$ cat src/rtl/jk_seq_pkg.sv
// Shared types and the JK truth table for the JK command sequencer.
package jk_seq_pkg;

  typedef enum logic [1:0] {
    JK_HOLD   = 2'b00,
    JK_RESET  = 2'b01,
    JK_SET    = 2'b10,
    JK_TOGGLE = 2'b11
  } jk_code_e;

  typedef enum logic [1:0] {
    S_IDLE = 2'b00,
    S_RUN  = 2'b01,
    S_DONE = 2'b10
  } seq_state_e;

  function automatic logic jk_next(input jk_code_e code, input logic q);
    case (code)
      JK_HOLD:  return q;
      JK_RESET: return 1'b0;
      JK_SET:   return 1'b1;
      default:  return ~q;
    endcase
  endfunction

endpackage

$ cat src/rtl/jk_rr_arbiter.sv
// Combinational round-robin arbiter: grants the first requester at or after ptr.
module jk_rr_arbiter
  import jk_seq_pkg::*;
#(
  parameter int NREQ = 4,
  parameter int IW   = $clog2(NREQ)
) (
  input  logic [NREQ-1:0] req,
  input  logic [IW-1:0]   ptr,
  output logic [NREQ-1:0] gnt,
  output logic [IW-1:0]   gnt_idx
);

  int            best_dist;
  logic [IW-1:0] best_idx;

  // Rotated distance from ptr; the smallest distance among active requests wins.
  always_comb begin
    best_dist = NREQ;
    best_idx  = '0;
    for (int i = 0; i < NREQ; i++) begin
      if (req[i] && (((i + NREQ - int'(ptr)) % NREQ) < best_dist)) begin
        best_dist = (i + NREQ - int'(ptr)) % NREQ;
        best_idx  = IW'(i);
      end
    end
    gnt = '0;
    if (best_dist < NREQ) gnt[best_idx] = 1'b1;
    gnt_idx = best_idx;
  end

endmodule

$ cat src/rtl/jk_cmd_sequencer.sv
// Shares one JK flop among NREQ requesters, serving (code, length) commands round-robin.
// Optional q scoreboard enabled by defining JK_SCOREBOARD_EN.
module jk_cmd_sequencer
  import jk_seq_pkg::*;
#(
  parameter int NREQ = 4,
  parameter int CNTW = 4
) (
  input  logic                     clk,
  input  logic                     rst,
  input  logic [NREQ-1:0]          req_valid,
  input  logic [2*NREQ-1:0]        req_jk,
  input  logic [CNTW*NREQ-1:0]     req_len,
  output logic [NREQ-1:0]          req_ready,
  output logic [1:0]               jk,
  input  logic                     q,
  output logic                     busy,
  output logic [$clog2(NREQ)-1:0]  owner,
  output logic                     done,
  output logic                     err
);

  localparam int IW = $clog2(NREQ);

  seq_state_e      state, state_n;
  jk_code_e        jk_r, jk_n;
  logic [CNTW-1:0] cnt, cnt_n;
  logic [IW-1:0]   owner_r, owner_n;
  logic [IW-1:0]   ptr, ptr_n;
  logic            done_r, done_n;

  logic [NREQ-1:0] gnt;
  logic [IW-1:0]   gnt_idx;
  jk_code_e        sel_code;
  logic [CNTW-1:0] sel_len;

  jk_rr_arbiter #(
    .NREQ (NREQ),
    .IW   (IW)
  ) u_arb (
    .req     (req_valid),
    .ptr     (ptr),
    .gnt     (gnt),
    .gnt_idx (gnt_idx)
  );

  always_comb begin
    sel_code = JK_HOLD;
    sel_len  = '0;
    for (int i = 0; i < NREQ; i++) begin
      if (gnt[i]) begin
        sel_code = jk_code_e'(req_jk[2*i +: 2]);
        sel_len  = req_len[CNTW*i +: CNTW];
      end
    end
  end

  always_ff @(posedge clk or posedge rst) begin
    if (rst) state <= S_IDLE;
    else     state <= state_n;
  end

  always_comb begin
    state_n   = state;
    jk_n      = jk_r;
    cnt_n     = cnt;
    owner_n   = owner_r;
    ptr_n     = ptr;
    done_n    = 1'b0;
    req_ready = '0;
    case (state)
      S_IDLE: begin
        req_ready = gnt;
        if (|gnt) begin
          state_n = S_RUN;
          jk_n    = sel_code;
          cnt_n   = sel_len;
          owner_n = gnt_idx;
          ptr_n   = (gnt_idx == IW'(NREQ - 1)) ? '0 : gnt_idx + IW'(1);
        end
      end
      S_RUN: begin
        // cnt==0 marks the last code cycle; the flop sees LEN+1 cycles of code.
        if (cnt == '0) begin
          jk_n    = JK_HOLD;
          done_n  = 1'b1;
          state_n = S_DONE;
        end else begin
          cnt_n = cnt - CNTW'(1);
        end
      end
      S_DONE: state_n = S_IDLE;
      default: begin
        state_n = S_IDLE;
        jk_n    = JK_HOLD;
      end
    endcase
  end

  always_ff @(posedge clk or posedge rst) begin
    if (rst) begin
      jk_r    <= JK_HOLD;
      cnt     <= '0;
      owner_r <= '0;
      ptr     <= '0;
      done_r  <= 1'b0;
    end else begin
      jk_r    <= jk_n;
      cnt     <= cnt_n;
      owner_r <= owner_n;
      ptr     <= ptr_n;
      done_r  <= done_n;
    end
  end

  assign jk    = jk_r;
  assign busy  = (state != S_IDLE);
  assign owner = owner_r;
  assign done  = done_r;

`ifdef JK_SCOREBOARD_EN
  logic exp_q;
  logic err_r;

  // exp_q shadows the external flop; any divergence latches err until reset.
  always_ff @(posedge clk or posedge rst) begin
    if (rst) begin
      exp_q <= 1'b0;
      err_r <= 1'b0;
    end else begin
      exp_q <= jk_next(jk_r, exp_q);
      err_r <= err_r | (q != exp_q);
    end
  end

  assign err = err_r;
`else
  logic unused_q;
  assign unused_q = q;
  assign err      = 1'b0;
`endif

endmodule

$ cat config.mk
export PLATFORM = sky130hd
export DESIGN_NAME = jk_cmd_sequencer
export DESIGN_NICKNAME = d
export VERILOG_FILES = /design/src/rtl/jk_seq_pkg.sv /design/src/rtl/jk_rr_arbiter.sv /design/src/rtl/jk_cmd_sequencer.sv
export SDC_FILE = /design/constraint.sdc
export NUM_CORES = 1
export LEC_CHECK = 0
export BUFFER_PORTS_ARGS = -buffer_cell sky130_fd_sc_hd__buf_2
export CAP_MARGIN = 20
export CORE_MARGIN = 1
export CORE_UTILIZATION = 44
export CTS_CLUSTER_SIZE = 25
export DETAILED_ROUTE_END_ITERATION = 8
export PLACE_DENSITY = 0.72
export SETUP_SLACK_MARGIN = 0.15
export SYNTH_ARGS = -nofsm -noshare
export SYNTH_HDL_FRONTEND = slang
export SYNTH_HIERARCHICAL = 1
export SYNTH_SLANG_ARGS = --single-unit
$ cat constraint.sdc
create_clock -name clk -period 4 [get_ports clk]
set_clock_uncertainty 0.15 [all_clocks]
set_input_delay 0.8 -clock clk [delete_from_list [all_inputs] [get_ports clk]]
set_output_delay 0.8 -clock clk [all_outputs]
set_load 0.01 [all_outputs]
==> impl_metrics.csv <==
group,metric,value,unit
status,outcome,"complete, but fails checks",
status,violations,"setup timing",
logic_synthesis,synthArstFlopShare,100,%
pwr,ir_drop,0.756,mV
floorplan,ios,42,
logic_synthesis,yosysSeqAreaShare,29.4,%
global_routing,antenna_found_initial,0,
routing,detail-route-antenna-nets,0,
sta,final.min_clock_period,4330,ps
clock_network,clk_pin_slew_worst_paths,70,ps
sta,max-slew-margin-rel,50.6,%
routing,num_vias,1311,
clock_network,cts_buffer_depth,2,
placement,placed_cell_area,1510,um2
floorplan,dieArea,2720,um2
logic_synthesis,synthMuxAreaShare,3.96,%
logic_synthesis,postSynthCellCount,129,
sta,fin_crit_sh,108,%
sta,finalHoldViolations,0,
logic_synthesis,synth_cell_types,45,
pwr,clock_power_share,4.7,%
sta,rsz0062_at_grt,"true",
final_layout,nFillCells,162,
routing,drt_wl_total,3520,um
placement,place_hpwl,2320,um
final_layout,drive_above_1_share,52.2,%
logic_synthesis,synth_fp_nets,164,
setup_path,crit_fanout,2,
global_routing,grt_max_degree,14,
placement,routabilityCongestion,0.920,
global_routing,grt_overflow,0,
logic_synthesis,synth_flop_cell,"dfrtp_1",
final_layout,multi_input_area,813,um2
logic_synthesis,synth-compound-area-share,33.7,%
sta,worst_pin_slew,739,ps
logic_synthesis,synth.avg_cell_area,8.56,um2
pwr,power.leakage,0.845,nW
final_layout,num_antenna_cells,0,
setup_path,cp-startpoint,"req_valid[1]",
sta,whs,363,ps
floorplan,dieWidth,52.1,um
worst_hold_path,min_path_type,"reg -> reg",
routing,top_layer_used,"met4",
flow_run,maxCapViolations,0,
clock_network,clk_latency,260,ps
routing,met2_length,1760,um
floorplan,rows,17,
global_routing,grtUsageTotal,27.1,%
clock_network,ctsHoldBuffers,0,
clock_network,cts_tree,"built",
placement,portBuffers,39,
worst_hold_path,hp-start,"owner[0]",
routing,drtIter0Drc,30,
routing,wl_met1,1600,um
setup_path,cp_cell_sequence,"buf_6 > or3b_1 > a31oi_2 > inv_2 > ha_4 > o22ai_4 > o21ai_2 > mux2i_1 > ha_2 > and3b_1 > o211ai_1 > buf_4 > o21ai_4 > and2_4 > buf_6",
sta,worst_slack,-326,ps
setup_path,critPathMaxStageDelay,350,ps
setup_path,cp_data_required_time,3050,ps
setup_path,cp_slowest_cell,"or3b_1",
sta,fmax,0.231,GHz
global_routing,grt_pass1_wl,5500,um
logic_synthesis,synth_xor_area_share,0,%
routing,viasPerCell,5.72,
logic_synthesis,yosys_warnings,6,
routing,wire_per_inst,15.4,um
sta,setup_viol,15,
setup_path,crit_path_frequent_cell,"buf_6",
setup_path,timing.rr.start,"ptr[1]",
clock_network,ctsHtreeMaxLevel,1,
pwr,power_switching,0.696,mW
setup_path,critPathTopFamily,"compound AO/OA/AOI/OAI gates",
logic_synthesis,synthAdderAreaFrac,4.53,%
setup_path,worstSetupPathType,"in -> out",
clock_network,clock-root-buffer,"clkbuf_4",
pwr,powerDensity,932,nW/um2
final_layout,fin_util,75.4,%
logic_synthesis,netlist_area,1100,um2
logic_synthesis,synthSimpleGateAreaFrac,20.6,%
global_routing,grt_pass1_vias,1242,
routing,dr_wl_met3,122,um
pwr,switching_share,43.1,%
logic_synthesis,ys_ff_latch,13,
setup_path,arrival,3380,ps
floorplan,die_y,52.1,um
pwr,p_comb_share,80.6,%
pwr,p_seq_share,14.7,%
floorplan,start_util,48.1,%
logic_synthesis,synth_top_family_by_area,"compound AO/OA/AOI/OAI gates",
final_layout,regArea,325,um2
floorplan,fp.coreArea,2300,um2
setup_path,cp-start-kind,"primary input",
placement,dpl_worst_slack,-544,ps
clock_network,cts.sinks,13,
final_layout,final_cell_area,1730,um2
final_layout,area_delta_synth_final,56.9,%
logic_synthesis,synth-edff-count,0,
final_layout,nNetsFinal,237,
routing,dr.pass1.iters,4,
clock_network,cts_buffers,3,
pwr,cellInternalPower,0.918,mW
setup_path,cp-end-kind,"primary output",
sta,drv_slew,0,
routing,drc_errors,0,
setup_path,crit_buf_inv,4,
[routing by layer]
metal | up-vias | global-route usage, %
li1 | 629 | -
met1 | 638 | 34.6
met2 | 40 | 48.5
met3 | 4 | 1.75
met4 | 0 | 6.76
met5 | - | 0
[kinds of logic after synthesis]
family	after synthesis
compound gates	50
fa+ha+maj	4
buf+inv	18
flops	13
mux	4
other cells	1
simple gates	39
[final timing paths]
check                                to  slack (ps)  cells past startpoint
max                        req_ready[3]        -330                     15
min                            owner[0]         360                      1
max reg2reg                      cnt[2]         -90                     17
min reg2reg                    owner[0]         360                      1
max in group asynchronous          done        2990                      2
min in group asynchronous        cnt[1]         390                      2
[layout by cell type (no fill, tap or decap), types with 2 or more instances in the layout]
cell type | netlist | final
a21oi_1 | 11 | 9
a21oi_2 | 0 | 2
a221o_2 | 2 | 2
a221oi_1 | 5 | 5
a22o_2 | 2 | 2
and2_1 | 4 | 3
and2_4 | 0 | 2
buf_2 | 2 | 36
buf_4 | 1 | 32
buf_6 | 1 | 6
clkbuf_4 | 0 | 3
dfrtp_1 | 13 | 13
ha_1 | 4 | 2
inv_1 | 11 | 10
inv_2 | 1 | 2
mux2_4 | 0 | 3
nand2_1 | 4 | 4
nand2b_1 | 5 | 5
nand3_1 | 2 | 2
nor2_1 | 6 | 6
nor2b_1 | 8 | 6
nor3_1 | 3 | 2
o211ai_1 | 3 | 3
o21ai_0 | 5 | 4
o21ai_1 | 3 | 2
o22a_1 | 2 | 2
o31ai_1 | 4 | 4
[sequential cells by signal (all words and copies together), names as in the netlist]
register	count
cnt	4
done	1
jk	2
owner	2
ptr	2
state	2
[power groups by stage]
stage | clock, mW | combinational, mW | sequential [mW]
final | 0.0763 | 1.30 | 0.237
after CTS | 0.0785 | 1.18 | 0.236
after global placement | 0 | 0.993 | 0.233
after global routing | 0.0855 | 1.41 | 0.242
after floorplan | 0 | 0.699 | 0.245
after detailed placement | 0 | 1.03 | 0.235
[layout make-up]
type | count | share of cell area, %
inverters | 12 | 2.60
flip-flops and latches | 13 | 18.8
repair buffers | 74 | 28.2
clock buffers | 4 | 1.52
multi-input cells | 98 | 46.9
well taps | 28 | 2.02
[timing repair]
item	CTS	global route
pin swaps	13	12
setup endpoints to repair	15	15
endpoints found under the hold margin	0	0
resized for setup	14	7
setup buffers	11	3
[synthesized netlist by cell type, types with 2 or more instances]
library cell   n  area share [%]
o21ai_0        5             2.3
o221ai_1       2             1.6
o31ai_1        4             2.7
buf_2          2            0.91
nand2b_1       5             2.8
nor2b_1        8             4.5
o211ai_1       3             2.0
a221o_2        2             2.0
nand3_1        2            0.91
a22oi_1        2             1.4
dfrtp_1       13              29
clkbuf_1       2            0.68
a21oi_1       11             5.0
and2_1         4             2.3
nand2_1        4             1.4
a221oi_1       5             4.0
nor2_1         6             2.0
nor3_1         3             1.4
ha_1           4             4.5
inv_1         11             3.7
o22a_1         2             1.6
a22o_2         2             1.8
mux2_2         3             3.1
o21ai_1        3             1.4
[worst reg2reg max path: cells and delay by family, from the launching register on]
| family | cells | cell delay (ps) |
|---|---|---|
| flip-flops | 1 | 390 |
| adder cells (fa/ha/maj) | 2 | 470 |
| AO/OA/AOI/OAI | 6 | 1190 |
| AND/OR/NAND/NOR | 3 | 1100 |
| buffers and inverters | 5 | 580 |
| multiplexers | 1 | 110 |
[per-stage QoR]
step | power (mW) | TNS (ps) | instances
after floorplan | 0.944 | -1940 | 129
after global placement | 1.23 | -4900 | 211
after detailed placement | 1.26 | -5940 | 211
after CTS | 1.50 | -1970 | 226
after global routing | 1.74 | -4650 | 229
final | 1.61 | -2590 | 229
(Power assumes the default switching activity.)
